**src/rtl/dac_frame_scheduler.sv**
```systemverilog
// Round-robin scheduler sharing one serial DAC between NREQ sample requesters.
// Define DAC_AUTOPD_EN to send a single power-down frame after PD_TIMEOUT idle clocks.
module dac_frame_scheduler #(
    parameter int          NREQ       = 4,
    parameter int          CLKDIV     = 1,
    parameter logic [7:0]  CMD_BASE   = 8'h53,
    parameter int          GAP_CYC    = 2,
    parameter int          PD_TIMEOUT = 4096,
    parameter logic [15:0] PD_FRAME   = 16'h3000
) (
    input  logic              clk,
    input  logic              rst_n,
    input  logic [NREQ-1:0]   req,
    input  logic [8*NREQ-1:0] sample,
    output logic [NREQ-1:0]   ack,
    output logic              busy,
    output logic [1:0]        gnt_id,
    output logic              sclk,
    output logic              sync,
    output logic              din
);

    localparam int GCW = (GAP_CYC > 1) ? $clog2(GAP_CYC) : 1;

    typedef enum logic [1:0] {IDLE, SHIFT, GAP} state_t;

    state_t          state, state_n;
    logic [1:0]      ptr, ptr_n;
    logic [15:0]     shift_reg, shift_n;
    logic [3:0]      bit_cnt, bit_n;
    logic [7:0]      hc, hc_n;
    logic [GCW-1:0]  gap_cnt, gap_n;
    logic            sclk_n, sync_n, din_n, busy_n;
    logic [NREQ-1:0] ack_n;
    logic [1:0]      gnt_n;

`ifdef DAC_AUTOPD_EN
    localparam int PDW = $clog2(PD_TIMEOUT + 1);
    logic [PDW-1:0]  idle_cnt, idle_n;
    logic            last_pd, last_pd_n;
`endif

    logic [3:0]  req_ext;
    logic [31:0] sample_ext;
    logic        found;
    logic [1:0]  win, idx;
    logic [7:0]  win_sample;
    logic [3:0]  ack_onehot;
    logic [15:0] frame_real, load_frame;
    logic        load, load_real;

    // Narrow configurations are zero-extended so the arbiter always works on four slots.
    always_comb begin
        req_ext                 = '0;
        req_ext[NREQ-1:0]       = req;
        sample_ext              = '0;
        sample_ext[8*NREQ-1:0]  = sample;
    end

    // First pending requester at or after ptr, wrapping modulo NREQ.
    always_comb begin
        found      = 1'b0;
        win        = '0;
        win_sample = '0;
        idx        = '0;
        for (int k = 0; k < NREQ; k++) begin
            idx = 2'((int'(ptr) + k) % NREQ);
            if (!found && req_ext[idx]) begin
                found      = 1'b1;
                win        = idx;
                win_sample = sample_ext[{idx, 3'b000} +: 8];
            end
        end
    end

    assign frame_real = {CMD_BASE[7:2], win, win_sample};
    assign ack_onehot = 4'b0001 << win;

    always_comb begin
        state_n    = state;
        ptr_n      = ptr;
        shift_n    = shift_reg;
        bit_n      = bit_cnt;
        hc_n       = hc;
        gap_n      = gap_cnt;
        sclk_n     = sclk;
        sync_n     = sync;
        din_n      = din;
        busy_n     = busy;
        gnt_n      = gnt_id;
        ack_n      = '0;
        load       = 1'b0;
        load_real  = 1'b0;
        load_frame = frame_real;
`ifdef DAC_AUTOPD_EN
        idle_n     = idle_cnt;
        last_pd_n  = last_pd;
`endif
        case (state)
            IDLE: begin
`ifdef DAC_AUTOPD_EN
                if (found) begin
                    load      = 1'b1;
                    load_real = 1'b1;
                    idle_n    = '0;
                    last_pd_n = 1'b0;
                end else if (idle_cnt == PDW'(PD_TIMEOUT)) begin
                    if (!last_pd) begin
                        load       = 1'b1;
                        load_frame = PD_FRAME;
                        last_pd_n  = 1'b1;
                        idle_n     = '0;
                    end
                end else begin
                    idle_n = idle_cnt + 1'b1;
                end
`else
                if (found) begin
                    load      = 1'b1;
                    load_real = 1'b1;
                end
`endif
            end
            SHIFT: begin
                if (hc == 8'(CLKDIV - 1)) begin
                    hc_n = '0;
                    if (sclk) begin
                        sclk_n = 1'b0;
                    end else if (bit_cnt == 4'd0) begin
                        sync_n  = 1'b1;
                        din_n   = 1'b0;
                        gap_n   = '0;
                        state_n = GAP;
                    end else begin
                        bit_n  = bit_cnt - 4'd1;
                        din_n  = shift_reg[bit_cnt - 4'd1];
                        sclk_n = 1'b1;
                    end
                end else begin
                    hc_n = hc + 8'd1;
                end
            end
            GAP: begin
                if (gap_cnt == GCW'(GAP_CYC - 1)) begin
                    state_n = IDLE;
                    busy_n  = 1'b0;
                end else begin
                    gap_n = gap_cnt + 1'b1;
                end
            end
            default: begin
                state_n = IDLE;
                busy_n  = 1'b0;
            end
        endcase

        if (load) begin
            state_n = SHIFT;
            shift_n = load_frame;
            din_n   = load_frame[15];
            bit_n   = 4'd15;
            hc_n    = '0;
            sclk_n  = 1'b1;
            sync_n  = 1'b0;
            busy_n  = 1'b1;
        end
        // Power-down frames leave ack, gnt_id and the round-robin pointer untouched.
        if (load_real) begin
            ack_n = ack_onehot[NREQ-1:0];
            gnt_n = win;
            ptr_n = (win == 2'(NREQ - 1)) ? 2'd0 : win + 2'd1;
        end
    end

    always_ff @(posedge clk or negedge rst_n) begin
        if (!rst_n) begin
            state     <= IDLE;
            ptr       <= '0;
            shift_reg <= '0;
            bit_cnt   <= '0;
            hc        <= '0;
            gap_cnt   <= '0;
            sclk      <= 1'b0;
            sync      <= 1'b1;
            din       <= 1'b0;
            busy      <= 1'b0;
            gnt_id    <= '0;
            ack       <= '0;
`ifdef DAC_AUTOPD_EN
            idle_cnt  <= '0;
            last_pd   <= 1'b0;
`endif
        end else begin
            state     <= state_n;
            ptr       <= ptr_n;
            shift_reg <= shift_n;
            bit_cnt   <= bit_n;
            hc        <= hc_n;
            gap_cnt   <= gap_n;
            sclk      <= sclk_n;
            sync      <= sync_n;
            din       <= din_n;
            busy      <= busy_n;
            gnt_id    <= gnt_n;
            ack       <= ack_n;
`ifdef DAC_AUTOPD_EN
            idle_cnt  <= idle_n;
            last_pd   <= last_pd_n;
`endif
        end
    end

endmodule
```
**config.mk**
```make
export PLATFORM = sky130hd
export DESIGN_NAME = dac_frame_scheduler
export DESIGN_NICKNAME = d
export VERILOG_FILES = /design/src/rtl/dac_frame_scheduler.sv
export SDC_FILE = /design/constraint.sdc
export NUM_CORES = 1
export LEC_CHECK = 0
export ABC_AREA = 1
export ABC_CLOCK_PERIOD_IN_PS = 2500
export BUFFER_PORTS_ARGS = -buffer_cell sky130_fd_sc_hd__buf_2
export CORE_UTILIZATION = 41
export CTS_CLUSTER_SIZE = 30
export DETAILED_ROUTE_END_ITERATION = 16
export GPL_TIMING_DRIVEN = 0
export HOLD_SLACK_MARGIN = 0.08
export PLACE_DENSITY_LB_ADDON = 0.1
export SYNTH_ARGS = -nofsm -noshare
export SYNTH_HDL_FRONTEND = slang
export SYNTH_SLANG_ARGS = --single-unit
```
**constraint.sdc**
```tcl
create_clock -name clk -period 2.5 [get_ports clk]
set_input_delay 0 -clock clk [delete_from_list [all_inputs] [get_ports clk]]
set_output_delay 0 -clock clk [all_outputs]
set_load 0.01 [all_outputs]
```
# Yosys cells after proc, flatten, opt, wreduce, memory -nomap -nowiden
# Index checks and enable logic that the tools add are counted.
[op_classes]
n_eq_ne = 14
n_lt_le_gt_ge = 5
n_shift = 5
n_reduce_logical = 21
mux = 63
add_sub_neg = 7
[ops]
columns = ["cell", "n"]
rows = [
  ["32-bit by 6-bit variable part select with 8-bit output", 4],
  ["8-bit 2-to-1 mux", 7],
  ["1-bit 2-to-1 mux", 32],
  ["4-bit 2-to-1 mux", 6],
  ["2-bit 2-to-1 mux", 10],
  ["2-bit by 3-bit less-than comparator with 1-bit output (second input constant)", 4],
  ["3-bit != test (second input constant)", 4],
  ["4-bit AND reduction", 3],
  ["2-bit != test (second input constant)", 5],
  ["8-bit by 1-bit adder with 8-bit output (second input constant)", 1],
  ["1-bit binary-select mux with 2-bit select", 4],
  ["8-bit zero test", 1],
  ["2-bit nonzero test", 4],
  ["2-bit one-hot mux with 3 select lines", 1],
  ["4-bit by 5-bit less-than comparator with 1-bit output (second input constant)", 1],
  ["5-bit AND reduction", 1],
  ["2-bit by 1-bit adder with 2-bit output (second input constant)", 2],
  ["2-bit adder (second input constant)", 2],
  ["1-bit binary-select mux with 4-bit select", 1],
  ["2-bit equality test (second input constant)", 2],
  ["4-bit zero test", 1],
  ["2-bit by 1-bit != test with 1-bit output (second input constant)", 2],
  ["1-bit one-hot mux with 2 select lines", 2],
  ["2-bit AND reduction", 2],
  ["other kinds (9)", 13],
]
[word_totals]
register_bits = 38
inputBits = 38
out_inout_bits = 10
wordCells = 127

# Depth between registers and ports, before layout
# Gate-level depths: netlist (run 1).
[logic_depth]
word_depth = 16
depth_mapped = 14
depth_no_buf = 13

# Least setup slack after synthesis (run 1)
# No wires, ideal clock.
[synth_path]
path_type = "register to register"
startpoint = "register ptr[1]"
endpoint = "register ptr[1]"
path_slack_ps = 553
path_stages_with_launch = 14
t_arrival_ps = 1813
setup_time_ps = 134
synth_period_minus_slack_ps = 1947
n_path_buf = 2
required_ps = 2366
cell_sequence = "dfrtp_1 -> buf_6 -> nand2_1 -> nand2_2 -> nand2_1 -> nand2_2 -> buf_4 -> nor3_2 -> nand2_1 -> nand2_1 -> inv_1 -> ha_1 -> nand2_1 -> o21ai_0"
[synth_between]
elab_chain_cells = 14
elab_cells_between_ends = 30
classes_between = "4 x add/sub; 1 x eq/ne; 19 x mux; 6 x reduce/logical"
[synth_lines]
columns = ["item", "line", "text"]
rows = [
  ["start, declared", "28", "logic [1:0] ptr, ptr_n;"],
  ["start signal, assigned", "195", "ptr <= ptr_n;"],
  ["parallel branches: the longest is 11 deep, another holds 2-bit by 1-bit adder with 2-bit output", "-", ""],
  ["2-bit 2-to-1 mux (*)", "68", "if (!found && req_ext[idx]) begin"],
  ["via win[1]", "46", "logic [1:0] win, idx;"],
  ["2-bit by 1-bit adder with 2-bit output / 2-bit equality test (equally long branches)", "171", "ptr_n = (win == 2'(NREQ - 1)) ? 2'd0 : win + 2'd1;"],
  ["2-bit 2-to-1 mux (*)", "171", ""],
]
# Mark *: on every way through the listed nets, which the timed path passes. The select of a mux whose other input is x is not followed.
# A chain may end at the register's enable or synchronous reset.

# Worst setup path in the final report (run 1)
# Ends and elaborated chain as after synthesis.

==> run metrics, run 1 <==
status=complete, no violations; core area=between 7000 and 8000 sq um; Max FO, Critical Path=15; Detailed Route Iter0 Violations=162; via/cell ratio=about 5.0; Max VDD drop=between 0.0003 and 0.0004 V; Met3 Wirelength=~250 um; register-to-register setup slack=between 0.2 and 0.3 ns; CTS tree=done; Vias=3489; WP data arrival=around 2.4 ns; Tot GR Track Use=0.215; final period utilization=0.884; layout cells sized above 1=0.177; #FFs+latches synth=36; crit end category=register; worst endpoint required time=2.65 ns; syn_area_per_cell=between 6 and 7 sq um; post-layout minimum cycle time=2.21 ns; Resize count post-CTS=0; Tot Pwr=approximately 0.0049 W; DRC=0; Startpoint Class=register; n_diodes=0; Pre-antenna DRT Iters=5; H-Tree Depth=2; RSZ-0062 raised after global routing=no; total gr overflow=0; Worst-Margin Slew=roughly 0.80 ns; Clk Latency, worst-skew pair=about 0.28 ns; top-area cell type share of the netlist area=0.308; Hold Path Depth=9; Post-Syn Area=about 3300 sq um; Initial Util=0.424; Fin. Hold Viols=0; Worst R2R Path Depth=13; Clock Sinks=36; clock root buffer=clkbuf_8; Die ar.=slightly above 8000 sq um; Bufs on Longest Clock Path=2; hpwl dp=around 6500 um; die height=about 91 um; ranking of synthesized cells by area=nand2_1, dfrtp_1, nand3_1, inv_1, o21ai_0; slew margin rel.=0.465; Reg clk slew, reported paths=0.07 ns; synth warn=0; leakage=2.14 nW; Netlist cell types=36; Rows=32; Setup TNS=0 ns; reg-to-reg startpoint=ptr[1]$_DFFE_PN0P_; Post-DRT Antenna Nets=0; Largest register FFs=10; worst min path class=in -> reg; WL/cell=~12 um; I/O pin count=48; # setup viols final=0; fmax=roughly 0.45 GHz; Mapped Cells=537; CP Class=reg -> reg; Clock Skew=about 0.0037 ns; Nets=636; vias in the first global route=between 3000 and 4000; hold path start=sample[7]; global-route wire length before repair=around 15000 um; postcts setup bufs=0; IO buf count=47; M1 wire length=about 4000 um; capturing point of the worst reg2reg path=ptr[1]$_DFFE_PN0P_; largest area contributor in the netlist=nand2_1; Total Wirelength=about 8400 um; syn nets=582; Final Max Tran Viols=0; Placer Congestion=approximately 0.80; maximum number of pins on one net before global-route repair=37; WHS Endpoint=shift_reg[7]$_DFFE_PN0P_; initial antenna violation count=0; uppermost layer routed=met4; total CTS buffers=5; max-cap check violation count=0; routed wire length on met2=a little over 4000 um; register area share after synthesis=0.277; Power per Cell Area=~1300 nW/um^2; die width=91.1 um; area grow syn2layout=14.1%
-- metrics by stage --
stage | utilization | setup WS, ns | cells | area, sq um | hold WS, ns
final | 0.484 | 0.291 | 694 | 3720 | 0.314
after detailed placement | 0.471 | 0.157 | 686 | 3620 | 0.144
after global placement | 0.471 | 0.230 | 686 | 3620 | 0.124
after global routing | 0.484 | 0.103 | 694 | 3720 | 0.410
after CTS | 0.484 | 0.147 | 695 | 3720 | 0.320
after floorplan | - | 0.553 | 537 | 3260 | -0.296
-- metal layers --
layer  up-vias  global-route usage
met2        66               0.371
met3         8              0.0268
met4         0              0.0437
li1       1793                   -
met5         -                   0
met1      1622               0.287
-- layout by cell type (no fill, tap or decap), types with 4 or more instances in the layout --
cell / count
buf_2: 58
inv_1: 49
dfrtp_1: 35
nor2_1: 12
ha_1: 7
o21ai_2: 10
nand4_1: 11
o21ai_0: 28
nand3_1: 49
nand2_2: 4
buf_6: 4
nand2_1: 267
o211ai_1: 5
buf_4: 5
clkbuf_8: 6
clkbuf_1: 7
-- final cells by class --
type | count | area, sq um
buffer | 26 | 171
clock buffer | 8 | 90.1
fill | 819 | 3970
inverter | 54 | 203
multi-input combinational | 420 | 1980
sequential | 36 | 902
tap | 102 | 128
timing repair buffer | 48 | 245
-- worst max-delay path, stage by stage, from the launching register on --
cell and delay [ns]:
dfrtp_1 0.41, inv_2 0.24, nand2_2 0.11, nand2_4 0.13
nand2_1 0.08, nand2_2 0.12, buf_4 0.20, o21ai_1 0.07
nand2_1 0.06, nand2_1 0.08, a21oi_2 0.17, ha_1 0.25
nand2_1 0.06, o21ai_0 0.08
-- synthesized netlist by cell type --
cell and number:
nand3b_1 2, inv_2 3, a22oi_1 1, nor2_2 1, nand2_8 1, nor2_1 12, dfrtp_1 35, nor2_4 1
nand2_4 3, nor4_1 1, dfstp_2 1, nand2_1 267, buf_8 1, buf_4 5, o21ai_1 3, nor3_2 1
o21ai_0 28, clkinv_1 2, inv_1 49, nor3_1 1, o21a_1 1, clkbuf_1 6, buf_6 4, o21ai_2 10
buf_2 11, or2_2 1, a21oi_1 2, a21oi_2 1, xor2_1 3, nor2_8 1, nand2_2 4, nand4_1 11
o211ai_1 5, nand3_1 49, nand3_2 3, ha_1 7
-- power breakdown --
group          total [W]  internal [W]  switching [W]
Clock           0.000432      0.000225       0.000207
Sequential      0.000909      0.000788       0.000122
Combinational    0.00354       0.00122        0.00232
-- cell families (layout without fill, tap and decap cells) --
family / count (synthesis) / in the layout / synth area share
DFF: 36 / 36 / 0.277
buffers and inverters: 81 / 136 / 0.116
and+or+nand+nor: 359 / 359 / 0.476
adders and majority gates: 7 / 7 / 0.0269
AOI/OAI and AO/OA: 51 / 51 / 0.0964
xor gates and xnor gates: 3 / 3 / 0.00807
-- worst max path at each step --
| stage | depth (start not counted) | endpoint | startpoint |
|---|---|---|---|
| 2_1_floorplan | 13 | ptr[1]$_DFFE_PN0P_ | ptr[1]$_DFFE_PN0P_ |
| 3_3_place_gp | 11 | ptr[1]$_DFFE_PN0P_ | ptr[1]$_DFFE_PN0P_ |
| 3_5_place_dp | 11 | ptr[1]$_DFFE_PN0P_ | ptr[1]$_DFFE_PN0P_ |
| 4_1_cts | 11 | ptr[1]$_DFFE_PN0P_ | ptr[1]$_DFFE_PN0P_ |
| 5_1_grt | 13 | ptr[1]$_DFFE_PN0P_ | ptr[1]$_DFFE_PN0P_ |
| 6_report | 13 | ptr[1]$_DFFE_PN0P_ | ptr[1]$_DFFE_PN0P_ |
-- what timing repair did --
item                                    CTS  global route
endpoints found under the setup margin    0             1
hold endpoints to repair                 35             0
hold buffers                              1             0
(Power assumes the default switching activity.)
==> run 2, diff against run 1 <==
BUFFER_PORTS_ARGS = not set   (was -buffer_cell sky130_fd_sc_hd__buf_2)
DONT_BUFFER_PORTS = 1   (was not set)
==> run metrics, run 2 (synthesis results as in run 1) <==
status=complete, no violations; multi-input logic area=1980 sq um (unchanged); Tot GR Track Use=0.209 (-0.00526); combinational power share=0.716 (-0.009); final period utilization=0.929 (+0.0457); n_diodes=0 (unchanged); post-layout minimum cycle time=2.32 ns (+0.114 ns); most common library cell in the layout ignoring fill and taps=nand2_1; crit end category=register; Post-DRT Antenna Nets=0 (unchanged); Worst-Margin Slew=0.469 ns (-0.333 ns); Clock Skew=0.00885 ns (+0.00519 ns); WP data arrival=2.48 ns (+0.13 ns); global-route wire length before repair=14400 um (-2.3%); Power per Cell Area=1370 nW/um^2 (+4.0%); Detailed Route Iter0 Violations=184 (+14%); total gr overflow=0 (unchanged); Reg clk slew, reported paths=0.08 ns (about the same); clock root buffer=clkbuf_8; Rows=32 (unchanged); Max FO, Critical Path=10 (-5); Max VDD drop=0.000370 V (+6.6%); vias in the first global route=3255 (-3.1%); Fin. Hold Viols=0 (unchanged); Clock Sinks=36 (unchanged); Die ar.=8310 sq um (unchanged); Nets=591 (-7.1%); H-Tree Depth=2 (unchanged); area grow syn2layout=7.53%; Vias=3312 (-5.1%); Int Pwr=0.00214 W (-3.8%); Placement Cell Area=3390 sq um (-6.5%); I/O pin count=48 (unchanged); Filler cells=854 (+4.3%); Largest register FFs=10 (unchanged); slew margin rel.=0.686 (+0.221); leakage=1.96 nW (-8.4%); hpwl dp=6360 um (-2.4%); switch share=0.552 (+0.00849); worst endpoint required time=2.66 ns (about the same); RSZ-0062 raised after global routing=no; DRC=0 (unchanged); Resize count post-CTS=0 (unchanged); layout cells sized above 1=0.112 (-0.0658); initial antenna violation count=0 (unchanged); Initial Util=0.424 (unchanged); Placer Congestion=0.791 (-1.6%); clock group share of total power=0.086 (-0.003); Clk Latency, worst-skew pair=0.29 ns (about the same); Total Wirelength=8080 um (-3.4%); WL/cell=12.5 um (+3.3%); max-cap check violation count=0 (unchanged); Non-Filler Instances=649 (-6.5%); maximum number of pins on one net before global-route repair=37 (unchanged); placed insts=639 (-6.9%); # setup viols final=0 (unchanged); Setup TNS=0 ns (unchanged); Switching Power=0.00264 W (-0.45%); Startpoint Class=register; CP Class=reg -> reg; worst min path class=in -> async; die height=91.1 um (unchanged); CTS tree=done; Seq. cell area=902 sq um (unchanged); via/cell ratio=5.10 (+1.5%); IO buf count=0 (-100%); final instance area=3500 sq um (-5.8%); most frequent cells in the layout=nand2_1, inv_1, nand3_1, dfrtp_1, o21ai_0; Final Max Tran Viols=0 (unchanged); total CTS buffers=5 (unchanged); Flop pwr share=0.198 (+0.012); core area=7690 sq um (unchanged); die width=91.1 um (unchanged); Bufs on Longest Clock Path=2 (unchanged); Pre-antenna DRT Iters=5 (unchanged); fmax=0.430 GHz (-4.9%)
run 2: changes by cell type in the layout (fill, tap and decap cells not counted), sizes merged:
cell / previous run / this run
buf: 68 / 22
clkbuf: 13 / 11
clkinv: 2 / 5
run 2: layer usage:
| layer | GRT usage | routed length [um] | vias to the layer above |
|---|---|---|---|
| li1 | - | - | 1698 |
| met1 | 0.282 | 3890 | 1537 |
| met2 | 0.361 | 3850 | 72 |
| met3 | 0.0276 | 293 | 5 |
| met4 | 0.0357 | 46 | 0 |
| met5 | 0 | 0 | - |
run 2: repair_timing:
item,4_1_cts,5_1_grt
buffers inserted,0,0
hold endpoints to repair,36,0
hold buffers,2,0
run 2: final timing paths:
path / depth (start not counted) / slack [ns] / endpoint / from
worst max-delay path: 11 / 0.18 / ptr[1]$_DFFE_PN0P_ / ptr[1]$_DFFE_PN0P_
worst min-delay path: 2 / 0.17 / ptr[0]$_DFFE_PN0P_ / rst_n
worst max register to register: 11 / 0.18 / ptr[1]$_DFFE_PN0P_ / ptr[1]$_DFFE_PN0P_
worst min register to register: 2 / 0.46 / shift_reg[12]$_DFFE_PN0P_ / shift_reg[12]$_DFFE_PN0P_
max in group asynchronous: 2 / 2.09 / sync$_DFFE_PN1P_ / rst_n
min in group clk: 8 / 0.21 / shift_reg[7]$_DFFE_PN0P_ / sample[15]
run 2: critical path, cell delays in order (launching register included):
cell,delay (ns)
dfrtp_1,0.42
inv_2,0.13
clkbuf_1,0.38
o21ai_1,0.16
buf_2,0.21
nor3_2,0.17
nand2_1,0.11
nand2_1,0.13
inv_1,0.07
ha_1,0.27
nand2_1,0.07
o21ai_0,0.07
run 2: area by class of cell:
| cell class | count | share of cell area |
|---|---|---|
| buffer | 27 | 0.0500 |
| clock buffer | 5 | 0.0196 |
| clock inverter | 3 | 0.00536 |
| inverter | 54 | 0.0579 |
| multi-input combinational | 420 | 0.565 |
| sequential | 36 | 0.257 |
| tap | 102 | 0.0364 |
| timing repair buffer | 2 | 0.00857 |
run 2: metrics by stage:
stage / total power [W] / setup WS (ns) / util / hold WS [ns]
global placement: 0.00431 / 0.236 / 0.440 / -0.295
floorplan: 0.00364 / 0.553 / - / -0.296
global route: 0.00538 / 0.0221 / 0.456 / 0.180
finish: 0.00478 / 0.177 / 0.456 / 0.165
CTS: 0.00481 / 0.176 / 0.456 / 0.149
detailed placement: 0.00436 / 0.182 / 0.440 / -0.295
run 2: power groups by stage:
stage	combinational, W	clock [W]	sequential (W)
global placement	0.00335	0	0.000954
CTS	0.00344	0.000427	0.000949
finish	0.00342	0.000414	0.000946
floorplan	0.00272	0	0.000917
detailed placement	0.00340	0	0.000959
global route	0.00396	0.000446	0.000974
==> run 3, diff against run 2 <==
CORE_UTILIZATION = 60   (was 41)
PLACE_DENSITY = 0.76   (was not set)
PLACE_DENSITY_LB_ADDON = not set   (was 0.1)
==> run metrics, run 3 (synthesis results as in run 1) <==
status=complete, no violations; Rows=26 (-19%); area grow syn2layout=6.53%; Placer Congestion=0.840 (+6.2%); leakage=1.96 nW (about the same); hpwl dp=5930 um (-6.9%); Tot GR Track Use=0.288 (+0.0785); worst path bufs/invs=3 (-1); capturing point of the worst reg2reg path=ptr[1]$_DFFE_PN0P_; Tot Pwr=0.00478 W (about the same); IO buf count=0 (unchanged); Power per Cell Area=1380 nW/um^2 (+0.87%); Die ar.=5730 sq um (-31%); final period utilization=0.881 (-0.0483); global-route wire length before repair=12600 um (-12%); H-Tree Depth=2 (unchanged); Initial Util=0.630 (+0.206); Post-DRT Antenna Nets=0 (unchanged); Total Wirelength=7660 um (-5.2%); total gr overflow=0 (unchanged); fmax=0.454 GHz (+5.5%); Vias=3347 (+1.1%); via/cell ratio=5.42 (+6.3%); I/O pin count=48 (unchanged); initial antenna violation count=0 (unchanged); hold slack final=0.155 ns (-0.0102 ns); cell family with most CP delay=simple AND/OR/NAND/NOR gates; DRC=0 (unchanged); Setup TNS=0 ns (unchanged); clock root buffer=clkbuf_8; # setup viols final=0 (unchanged); WP data arrival=2.36 ns (-0.12 ns); CP Class=reg -> reg; Pre-antenna DRT Iters=5 (unchanged); Bufs on Longest Clock Path=2 (unchanged); Worst-Margin Slew=0.534 ns (+0.0653 ns); n_diodes=0 (unchanged); die width=75.7 um (-17%); die height=75.7 um (-17%); worst endpoint required time=2.66 ns (about the same); critical path depth in cells=13 (+2); Startpoint Class=register; CTS tree=done; end of the critical path=ptr[1]$_DFFE_PN0P_; CP Cell Sequence=buf_6, nand2_1, nand2_2, nand2_1, nand2_2, buf_4, nor3_2, nand2_1, nand2_1, inv_1, ha_1, nand2_1, o21ai_0; core area=5170 sq um (-33%); postcts setup bufs=0 (unchanged); max-cap check violation count=0 (unchanged); Clock Skew=0.00886 ns (+0.0000186 ns); Fin. Hold Viols=0 (unchanged); Detailed Route Iter0 Violations=253 (+38%); Final Max Tran Viols=0 (unchanged); Reg clk slew, reported paths=0.08 ns (about the same); CP dominant cell by count=nand2_1; post-layout minimum cycle time=2.20 ns (-0.121 ns); Clock Sinks=36 (unchanged); Max VDD drop=0.000804 V (+120%); worst min path class=in -> async; layout cells sized above 1=0.112 (unchanged); reg-to-reg startpoint=ptr[1]$_DFFE_PN0P_; Critical Path Slowest Stage Cell=dfrtp_1; maximum number of pins on one net before global-route repair=37 (unchanged); crit end category=register; Clk Latency, worst-skew pair=0.29 ns (about the same); register-to-register setup slack=0.30 ns (+0.12 ns); CP Launch Point=ptr[1]$_DFFE_PN0P_; crit-path max cell delay=0.41 ns (about the same); RSZ-0062 raised after global routing=no; Largest register FFs=10 (unchanged); most frequent cells in the layout=nand2_1, inv_1, nand3_1, dfrtp_1, o21ai_0; Max FO, Critical Path=10 (unchanged); most common library cell in the layout ignoring fill and taps=nand2_1; total CTS buffers=5 (unchanged); vias in the first global route=2972 (-8.7%); slew margin rel.=0.643 (-0.0437); WL/cell=12.4 um (-0.29%); Nets=591 (unchanged); Worst R2R Path Depth=13 (+2)
-- run 3: cell types whose count changed in the layout (fill, tap and decap cells not counted), sizes merged --
| cell | change |
|---|---|
| clkinvlp | +1 |
| clkinv | -3 |
| clkbuf | +2 |
-- run 3: cell type report --
cell class | instances | area [sq um]
timing repair buffer | 2 | 30.0
clock buffer | 7 | 86.3
fill | 470 | 1700
inverter | 54 | 203
sequential | 36 | 902
multi-input combinational | 420 | 1980
clock inverter | 1 | 7.51
buffer | 27 | 176
tap | 70 | 87.6
-- run 3: worst min path at each step --
| stage | end | slack, ns | cells past startpoint |
|---|---|---|---|
| floorplan | ack[0]$_DFF_PN0_ | -0.30 | 0 |
| global placement | ptr[0]$_DFFE_PN0P_ | -0.29 | 0 |
| detailed placement | ptr[1]$_DFFE_PN0P_ | -0.29 | 0 |
| CTS | ptr[1]$_DFFE_PN0P_ | 0.15 | 2 |
| global route | ack[1]$_DFF_PN0_ | 0.19 | 2 |
| finish | ptr[1]$_DFFE_PN0P_ | 0.16 | 2 |
-- run 3: power breakdown --
part | leakage [nW] | switching [W] | internal (W)
sequential | 0.453 | 0.000161 | 0.000789
combinational | 1.46 | 0.00223 | 0.00116
clock | 0.0445 | 0.000213 | 0.000224
-- run 3: per-layer routing --
layer	part of all wire	wire, um	vias up	global-route usage
met4	0.010	80	0	0.0864
li1	-	-	1699	-
met1	0.46	3520	1537	0.368
met2	0.48	3670	103	0.504
met3	0.051	387	8	0.0410
met5	0	0	-	0
-- run 3: stage by stage --
step | util | std cells | setup WS (ns) | cell area [sq um]
6_report | 0.671 | 617 | 0.297 | 3470
5_1_grt | 0.671 | 617 | 0.108 | 3470
4_1_cts | 0.671 | 617 | 0.179 | 3470
3_5_place_dp | 0.647 | 607 | 0.193 | 3350
3_3_place_gp | 0.647 | 607 | 0.269 | 3350
2_1_floorplan | - | 537 | 0.553 | 3260
-- run 3: timing repair --
action,CTS,global route
endpoints found under the setup margin,0,1
gates resized for setup,0,2
hold endpoints to repair,36,0
hold buffers,2,0
